<file path="src/rtl/igr_wadj_seg_merge.sv">
// Ingress width adjuster: packs narrow segmented stream beats into wide beats,
// with every packet starting at lane 0 of a wide beat.

package packet_switch_pkg;
    localparam int unsigned PORT_W     = 4;
    localparam int unsigned BYTESVLD_W = 7;

    typedef struct packed {
        logic                  sop;
        logic                  eop;
        logic                  sos;
        logic                  eos;
        logic                  hdr_segment;
        logic                  payld_segment;
        logic [PORT_W-1:0]     igr_port;
        logic [PORT_W-1:0]     egr_port;
        logic [BYTESVLD_W-1:0] bytesvld;
    } SEGMENT_INFO_S;
endpackage

module igr_wadj_seg_merge #(
    parameter int unsigned IGR_TDATA_WIDTH    = 128,
    parameter int unsigned IGR_NUM_SEG        = 2,
    parameter int unsigned IGR_SEG_WIDTH      = IGR_TDATA_WIDTH / IGR_NUM_SEG,
    parameter int unsigned EGR_TDATA_WIDTH    = 512,
    parameter int unsigned EGR_NUM_SEG        = EGR_TDATA_WIDTH / IGR_SEG_WIDTH,
    parameter int unsigned USERMETADATA_WIDTH = 1
) (
    input  logic                                   clk,
    input  logic                                   rst_n,
    input  logic                                   igr_tvalid,
    input  logic [IGR_TDATA_WIDTH-1:0]             igr_tdata,
    input  logic [IGR_TDATA_WIDTH/8-1:0]           igr_tkeep,
    input  logic                                   igr_tlast,
    input  logic [USERMETADATA_WIDTH-1:0]          igr_tuser_usermetadata,
    input  packet_switch_pkg::SEGMENT_INFO_S       igr_tuser_segment_info,
    output logic                                   igr_tready,
    output logic                                   egr_tvalid,
    output logic [EGR_NUM_SEG*IGR_SEG_WIDTH-1:0]   egr_tdata,
    output logic [EGR_TDATA_WIDTH/8-1:0]           egr_tkeep,
    output logic                                   egr_tlast,
    output logic [EGR_NUM_SEG-1:0]                 egr_tlast_segment,
    output logic [USERMETADATA_WIDTH-1:0]          egr_tuser_usermetadata,
    output packet_switch_pkg::SEGMENT_INFO_S       egr_tuser_segment_info,
    input  logic                                   egr_tready,
    output logic                                   err_missing_eop
);
    import packet_switch_pkg::*;

    localparam int unsigned RATIO      = EGR_TDATA_WIDTH / IGR_TDATA_WIDTH;
    localparam int unsigned CNT_W      = $clog2(RATIO);
    localparam int unsigned IGR_KEEP_W = IGR_TDATA_WIDTH / 8;
    localparam int unsigned EGR_KEEP_W = EGR_TDATA_WIDTH / 8;
    localparam int unsigned SEG_BYTES  = IGR_SEG_WIDTH / 8;
    localparam int unsigned OUT_W      = EGR_NUM_SEG * IGR_SEG_WIDTH;
    localparam int unsigned POP_W      = $clog2(EGR_KEEP_W + 1);
    localparam logic [CNT_W-1:0] LAST_LANE = CNT_W'(RATIO - 1);

    logic [EGR_TDATA_WIDTH-1:0]    acc_data;
    logic [EGR_KEEP_W-1:0]         acc_keep;
    logic [USERMETADATA_WIDTH-1:0] acc_meta;
    SEGMENT_INFO_S                 acc_info;
    logic [CNT_W-1:0]              cnt;

    logic out_free, flush_cond, complete_cond, xfer;
    logic do_append, do_complete, do_flush, do_load;
    logic [EGR_TDATA_WIDTH-1:0]    load_data;
    logic [EGR_KEEP_W-1:0]         load_keep;
    logic                          load_last;
    logic [USERMETADATA_WIDTH-1:0] lane0_meta;
    SEGMENT_INFO_S                 lane0_info;
    SEGMENT_INFO_S                 load_info;
    logic [POP_W-1:0]              load_pop;
    logic [EGR_NUM_SEG-1:0]        load_lseg;

    // Handshake classification
    assign out_free      = !egr_tvalid || egr_tready;
    assign flush_cond    = igr_tvalid && igr_tuser_segment_info.sop && (cnt != '0);
    assign complete_cond = igr_tvalid && (igr_tlast || (cnt == LAST_LANE));
    assign igr_tready    = rst_n && !flush_cond && (!complete_cond || out_free);
    assign xfer          = igr_tvalid && igr_tready;
    assign do_append     = xfer && !igr_tlast && (cnt != LAST_LANE);
    assign do_complete   = xfer && (igr_tlast || (cnt == LAST_LANE));
    assign do_flush      = flush_cond && out_free;
    assign do_load       = do_complete || do_flush;

    // Accumulator with the current beat dropped into lane cnt (not on a flush)
    always_comb begin
        load_data  = acc_data;
        load_keep  = acc_keep;
        load_last  = !flush_cond && igr_tlast;
        lane0_meta = (cnt == '0) ? igr_tuser_usermetadata : acc_meta;
        lane0_info = (cnt == '0) ? igr_tuser_segment_info : acc_info;
        if (!flush_cond) begin
            for (int l = 0; l < int'(RATIO); l++) begin
                if (cnt == CNT_W'(l)) begin
                    load_data[l*IGR_TDATA_WIDTH +: IGR_TDATA_WIDTH] = igr_tdata;
                    load_keep[l*IGR_KEEP_W +: IGR_KEEP_W]           = igr_tkeep;
                end
            end
        end
    end

    // Byte count and one-hot marker of the highest populated segment
    always_comb begin
        load_pop  = '0;
        load_lseg = '0;
        for (int i = 0; i < int'(EGR_KEEP_W); i++) begin
            load_pop = load_pop + POP_W'(load_keep[i]);
        end
        for (int s = 0; s < int'(EGR_NUM_SEG); s++) begin
            if (|load_keep[s*SEG_BYTES +: SEG_BYTES]) begin
                load_lseg    = '0;
                load_lseg[s] = 1'b1;
            end
        end
        if (!load_last) begin
            load_lseg = '0;
        end
        load_info          = lane0_info;
        load_info.eop      = load_last;
        load_info.eos      = load_last;
        load_info.bytesvld = BYTESVLD_W'(load_pop);
    end

    always_ff @(posedge clk or negedge rst_n) begin
        if (!rst_n) begin
            acc_data <= '0;
            acc_keep <= '0;
            acc_meta <= '0;
            acc_info <= '0;
            cnt      <= '0;
        end else if (do_load) begin
            acc_data <= '0;
            acc_keep <= '0;
            acc_meta <= '0;
            acc_info <= '0;
            cnt      <= '0;
        end else if (do_append) begin
            acc_data <= load_data;
            acc_keep <= load_keep;
            acc_meta <= lane0_meta;
            acc_info <= lane0_info;
            cnt      <= cnt + CNT_W'(1);
        end
    end

    // Output stage: load on complete/flush, hold while stalled
    always_ff @(posedge clk or negedge rst_n) begin
        if (!rst_n) begin
            egr_tvalid             <= 1'b0;
            egr_tdata              <= '0;
            egr_tkeep              <= '0;
            egr_tlast              <= 1'b0;
            egr_tlast_segment      <= '0;
            egr_tuser_usermetadata <= '0;
            egr_tuser_segment_info <= '0;
            err_missing_eop        <= 1'b0;
        end else begin
            err_missing_eop <= do_flush;
            if (do_load) begin
                egr_tvalid             <= 1'b1;
                egr_tdata              <= OUT_W'(load_data);
                egr_tkeep              <= load_keep;
                egr_tlast              <= load_last;
                egr_tlast_segment      <= load_lseg;
                egr_tuser_usermetadata <= lane0_meta;
                egr_tuser_segment_info <= load_info;
            end else if (egr_tready) begin
                egr_tvalid <= 1'b0;
            end
        end
    end

endmodule

</file>
<file path="config.mk">
export PLATFORM = sky130hd
export DESIGN_NAME = igr_wadj_seg_merge
export DESIGN_NICKNAME = d
export VERILOG_FILES = /design/src/rtl/igr_wadj_seg_merge.sv
export SDC_FILE = /design/constraint.sdc
export NUM_CORES = 2
export LEC_CHECK = 0
export CORE_MARGIN = 2
export CORE_UTILIZATION = 54
export CTS_CLUSTER_DIAMETER = 80
export DETAILED_ROUTE_END_ITERATION = 16
export GPL_ROUTABILITY_DRIVEN = 0
export MAX_ROUTING_LAYER = met4
export PLACE_DENSITY = 0.8
export SLEW_MARGIN = 10
export SYNTH_ARGS = -nofsm -noshare
export SYNTH_HDL_FRONTEND = slang
export SYNTH_SLANG_ARGS = --single-unit
</file>
<file path="constraint.sdc">
create_clock -name clk -period 8.9 [get_ports clk]
set_clock_uncertainty 0.2 [all_clocks]
set_input_delay 0.89 -clock clk [delete_from_list [all_inputs] [get_ports clk]]
set_output_delay 0.89 -clock clk [all_outputs]
set_load 0.005 [all_outputs]
</file>
# Word level (Yosys, flattened, before mapping)
# Cells that the tools add are included.
[classes] n_addsub=64 n_mul=0 div=0 n_lt_le_gt_ge=0 n_eq_ne=4 shifts=0 mux=33 bitwise_logic=0 reduce_logical=31
[ops] operator="2-to-1 mux 512 bit" count=3
[ops] operator="2-to-1 mux 128 bit" count=4
[ops] operator="adder 7 x 1 -> 7 bit" count=57
[ops] operator="2-to-1 mux 64 bit" count=3
[ops] operator="2-to-1 mux 16 bit" count=4
[ops] operator="2-to-1 mux 8 bit" count=8
[ops] operator="OR reduction 8 bit" count=8
[ops] operator="2-to-1 mux 21 bit" count=3
[ops] operator="logical AND 1 bit" count=11
[ops] operator="adder 6 x 1 -> 7 bit" count=1
[ops] operator="adder 5 x 1 -> 6 bit" count=1
[ops] operator="2-to-1 mux 1 bit" count=6
[ops] operator="nonzero test 2 bit" count=3
[ops] operator="adder 4 x 1 -> 5 bit" count=1
[ops] operator="adder 3 x 1 -> 4 bit" count=1
[ops] operator="equality test 2 bit (second input constant)" count=2
[ops] operator="zero test 1 bit" count=4
[ops] operator="logical OR 1 bit" count=4
[ops] operator="2-to-1 mux 2 bit" count=2
[ops] operator="adder 2 x 1 -> 3 bit" count=1
[ops] operator="adder 1 x 1 -> 2 bit" count=1
[ops] operator="adder 2 x 1 -> 2 bit (second input constant)" count=1
[ops] operator="equality test 2 x 1 -> 1 bit (second input constant)" count=1
[ops] operator="zero test 2 bit" count=1
[ops] operator="!= test 2 bit (second input constant)" count=1
[word_totals] ff_bits=1198 latch_bits=0 ram_bits=0 mem_bits_ro=0 inputBits=171 out_inout_bits=610 wordCells=156 n_memories=0

# Depth between registers and ports, before layout
[depth] depth_word=66 mapped_depth=31 ltp_nobuf=28

# Worst setup path after synthesis
# No wires, ideal clock.
[synth_timing] path_kind="input-to-reg" startpoint="input port igr_tuser_segment_info[20] (netlist bit)" endpoint="register egr_tuser_segment_info[6] (netlist bit)" setup_ns=0.123 arrival_time_ns=7.624 required_ns=8.577 setup_slack_ns=0.953 stages=29 path_buffers=3 path_cell_list="nand3b_1 -> buf_6 -> buf_2 -> nand2_1 -> buf_2 -> mux2i_1 -> inv_1 -> fa_1 -> inv_1 -> fa_1 -> inv_1 -> fa_1 -> fa_1 -> inv_1 -> fa_1 -> inv_1 -> fa_1 -> inv_1 -> fa_1 -> fa_1 -> inv_1 -> ha_1 -> fa_1 -> a21o_1 -> a21o_1 -> a21oi_1 -> nor2_1 -> o21ai_0 -> nand2_1"
[synth_between] elab_cells_between_ends=73 cone_classes="add/sub: 63; mux: 1; reduce/logical: 9"
[synth_rtl] element="start: declaration" line="36" text="input packet_switch_pkg::SEGMENT_INFO_S igr_tuser_segment_info,"
[synth_rtl] element="logical AND 1 bit (2 in a row)" line="78" text="assign flush_cond = igr_tvalid && igr_tuser_segment_info.sop && (cnt != '0);"
[synth_rtl] element="2-to-1 mux 64 bit" line="94" text="if (!flush_cond) begin"
[synth_rtl] element="net load_keep[63]" line="68" text="logic [EGR_KEEP_W-1:0] load_keep;"
[synth_rtl] element="adder 7 x 1 -> 7 bit" line="109" text="load_pop = load_pop + POP_W'(load_keep[i]);"
[synth_rtl] element="end signal: assignment" line="168" text="egr_tuser_segment_info <= load_info;"
[synth_rtl] element="end: declaration" line="44" text="output packet_switch_pkg::SEGMENT_INFO_S egr_tuser_segment_info,"
# The timed path passes the listed nets, and every way through them passes these cells.
# A chain may end at the register's enable or synchronous reset.

# Worst setup path in the final report
[layout_timing] startpoint="register cnt[0]" endpoint="register egr_tuser_segment_info[6] (netlist bit)"
[layout_between] elab_cells_between_ends=85 cone_classes="add/sub: 63; eq/ne: 3; mux: 5; reduce/logical: 14"
[layout_rtl] element="start: declaration" line="63" text="logic [CNT_W-1:0] cnt;"
[layout_rtl] element="start signal: assignment" line="144" text="cnt <= cnt + CNT_W'(1);"
[layout_rtl] element="equality test 2 bit or nonzero test 2 bit (tied branches)" line="96, 78"
[layout_rtl] element="2-to-1 mux 16 bit or logical AND 1 bit (tied branches)" line="96, 78"
[layout_rtl] element="2-to-1 mux 64 bit *" line="94"
[layout_rtl] element="net load_keep[61]" line="68"
[layout_rtl] element="adder 7 x 1 -> 7 bit * (3 in a row)" line="109"
# The timed path passes the listed nets; every way through them passes the cells marked *.

==> key figures <==
Clock tree
  • Longest Clk Path Bufs: 3
  • Skew-Pair Late Insertion Delay: 0.72 ns
  • Clock Tree Root: clkbuf_16
  • Post-CTS Setup Repair Bufs: 0
  • CTS tree: yes
  • CTS buffer count: 119
  • Sink Count: 1198
  • Htree depth: 3
  • CTS clk-pin slew, worst paths: 0.06 ns
  • Cells resized by post-CTS repair: 0

Logic synthesis
  • Syn Area/Cell: 11.4 sq um
  • Post-synthesis compound-gate area fraction: 14.7%
  • Synthesized cell area: 49700 sq um
  • Yosys reg bits: 1198
  • Count of cell types in the netlist: 43
  • Simple-gate area share of the yosys netlist: 9.37%
  • Mux cell area share after synthesis: 9.34%
  • Syn Nets: 4613
  • Post-synthesis adder-cell area fraction: 2.73%
  • Seq/Total Area, Yosys: 60.3%
  • Synth Instances: 4366
  • YS warnings: 0
  • Main combinational cell family by area after synthesis: compound AO/OA/AOI/OAI gates
  • Synth Area in XOR/XNOR: 0.0705%

STA
  • Final hold viol count: 0
  • Maximum clock rate: 121 MHz
  • Setup TNS: 0 ns
  • Setup WS post-layout: 0.643 ns
  • Worst hold slack: 0.276 ns
  • Fin crit period: 8.26 ns
  • Slew Limit Fails: 0
  • Fin crit share: 92.8%
  • Relative slew slack: 13.9%
  • RSZ-0062 raised after global routing: false
  • Final setup viols: 0
  • Slew @ Worst Pin: 1.29 ns

Layout
  • Final Non-Filler Cells: 6291
  • Most frequent cells in the layout: 1198 x dfrtp_1, 811 x nand2_1, 770 x clkdlybuf4s50_1
  • Final net count: 5233
  • FILL cells: 6449
  • Commonest non-fill, non-tap cell in the layout: dfrtp_1
  • Syn-to-layout area delta: 25.8%
  • Share of cells above drive strength 1: 5.70%

Floorplanning
  • IO Pins: 781
  • # rows: 111
  • Chip height: 307 um
  • Core Region: 91400 sq um
  • DIE WIDTH: 307 um
  • Die area: 94500 sq um
  • Initial Utilization: 54.4%

Drt
  • DRC viols: 0
  • Via count: 37900
  • Average wire per standard cell: 24.3 um
  • Final WL: 153 mm
  • 1st-iter DRT viols: 4193
  • First-pass iteration count of the detailed router: 5
  • Via density per instance: 6.03
  • Antenna viol nets, final: 0

Power
  • Clk pwr share: 23.9%
  • Switching Share: 35.9%
  • Peak VDD IR: 2.78 mV
  • Leakage power: 30.5 nW
  • Overall power: 23.3 mW
  • Seq pwr share: 33.3%
  • Power per cell area: 372 nW/um^2
  • Combinational Power Share: 42.9%
  • Pint: 14.9 mW
  • Sw power: 8.34 mW

Setup path
  • Slowest CP cell: fa_1
  • WP data arrival: 8.63 ns
  • Crit start category: register
  • Crit path top cell by count: fa_1
  • Worst-path fanout max: 20
  • Worst reg2reg path endpoint: egr_tuser_segment_info[6]
  • Crit end category: register
  • CP max stage delay: 0.55 ns
  • Setup slack, reg-to-reg: 0.64 ns
  • Critical Path RT: 9.28 ns
  • Reg-to-reg critical path startpoint: cnt[0]
  • R2R cell count: 29
  • Crit Path Class: reg -> reg

Min path
  • Hold_sp: egr_tdata[398]
  • Tightest Hold Check Type: reg -> reg
  • Min-Delay Endpoint: egr_tdata[398]
  • WHS Path Cells: 2

Global routing
  • Overflow after GRT: 0
  • Pin count of the biggest net entering global routing: 278
  • Initial antenna violation count: 17
  • Vias in the first global route: 37900
  • GR Util met3: 8.01%
  • GRT Total Usage: 33.3%
  • Gr busiest metal: met2
  • GR Layer Usage met2: 49.6%
  • First-pass GRT wire length: 234 mm
  • Met1 GRT Util: 42.8%

Placed design
  • Post-Place Cells: 6050
  • Port buffer count: 771
  • Pre-CTS setup slack: 0.372 ns
  • Placed wire-length estimate: 95.6 mm

Job
  • Max-Cap Viols: 0

Outcome
  • Status: complete, no violations
## synth_stat cells, drive strengths merged
cell type	instances	area (sq um)
a211o	1	8.76
a21o	4	30.0
a21oi	7	35.0
a22o	400	3500
a31oi	129	807
a32o	12	120
a32oi	1	8.76
and2	132	826
buf	153	752
clkbuf	180	676
dfrtp	1198	30000
fa	54	1080
ha	22	275
inv	84	315
mux2	6	67.6
mux2i	457	4570
nand2	815	3060
nand2b	2	12.5
nand3	3	15.0
nand3b	2	27.5
nand4	5	31.3
nand4b	1	8.76
nor2	140	528
nor2b	2	12.5
nor3	4	25.0
nor4	12	75.1
o2111ai	1	8.76
o21ai	491	2460
o21bai	3	26.3
o31ai	36	270
o41ai	1	27.5
or4	3	22.5
or4b	1	13.8
xnor2	2	17.5
xor2	2	17.5
## layout make-up
cell class | count | area, sq um | area share, %
multi-input cells | 2751 | 18100 | 28.9
flip-flops and latches | 1198 | 30000 | 47.9
diodes | 17 | 42.5 | 0.0680
inverters | 84 | 315 | 0.504
repair buffers | 832 | 8260 | 13.2
clock inverters | 56 | 908 | 1.45
well taps | 1186 | 1480 | 2.37
clock buffers | 167 | 3470 | 5.55
## critical path, delay by kind of cell (launching register included)
kind                       cells  cell delay [ns]
adders and majority gates     11             5.09
buffers and inverters          9             0.88
AOI/OAI and AO/OA              4             0.68
and+or+nand+nor                4             0.47
DFF                            1             0.44
muxes                          1             0.31
## worst max-delay path by stage
| stage | startpoint | end | slack [ns] | cells past startpoint |
|---|---|---|---|---|
| finish | cnt[0] | egr_tuser_segment_info[6] | 0.64 | 29 |
| global route | cnt[0] | egr_tuser_segment_info[6] | 0.26 | 29 |
| CTS | cnt[0] | egr_tuser_segment_info[6] | 0.65 | 29 |
| detailed placement | igr_tvalid | egr_tuser_segment_info[6] | 0.37 | 28 |
| global placement | igr_tvalid | egr_tuser_segment_info[6] | 0.43 | 28 |
| floorplan | igr_tuser_segment_info[20] | egr_tuser_segment_info[6] | 0.95 | 29 |
## power by group through the flow
| stage | Sequential (mW) | Combinational, mW | Clock (mW) |
|---|---|---|---|
| after floorplan | 7.58 | 5.77 | 0 |
| after global placement | 7.76 | 9.57 | 0 |
| after detailed placement | 7.79 | 9.85 | 0 |
| after CTS | 7.72 | 10.0 | 5.58 |
| after global routing | 7.86 | 11.0 | 5.81 |
| final | 7.74 | 9.97 | 5.55 |
## registers in the layout, summed over array words and instances, names as in the netlist
signal and flops:
acc_info 12, acc_data 512, egr_tvalid 1, egr_tlast_segment 8, egr_tdata 512, cnt 2
egr_tuser_usermetadata 1, egr_tkeep 64, acc_meta 1, err_missing_eop 1, acc_keep 64, egr_tuser_segment_info 20
## timing repair
item                                   CTS  global route
setup endpoints to repair                0             0
hold buffers                             1             0
endpoints found under the hold margin   45             0
## routing by layer
layer	vias to the layer above	part of all wire, %
met2	1938	46
met3	400	9.1
li1	16400	-
met5	-	0
met4	0	5.5
met1	19100	39
## through the flow
stage	util, %	instance area [sq um]
after CTS	68.4	62500
after global placement	63.6	58100
after floorplan	-	49700
final	68.5	62600
after global routing	68.5	62600
after detailed placement	63.6	58100
## kinds of logic (layout without fill, tap and decap cells)
family                     after synthesis  count (layout)
buffers and inverters                  417            1139
other                                    0              17
xor gates and xnor gates                 4               4
adders and majority gates               76              76
muxes                                  463             463
DFF                                   1198            1198
and+or+nand+nor                       1122            1122
AOI/OAI and AO/OA                     1086            1086
No activity file was read; power rests on OpenSTA's default activity.
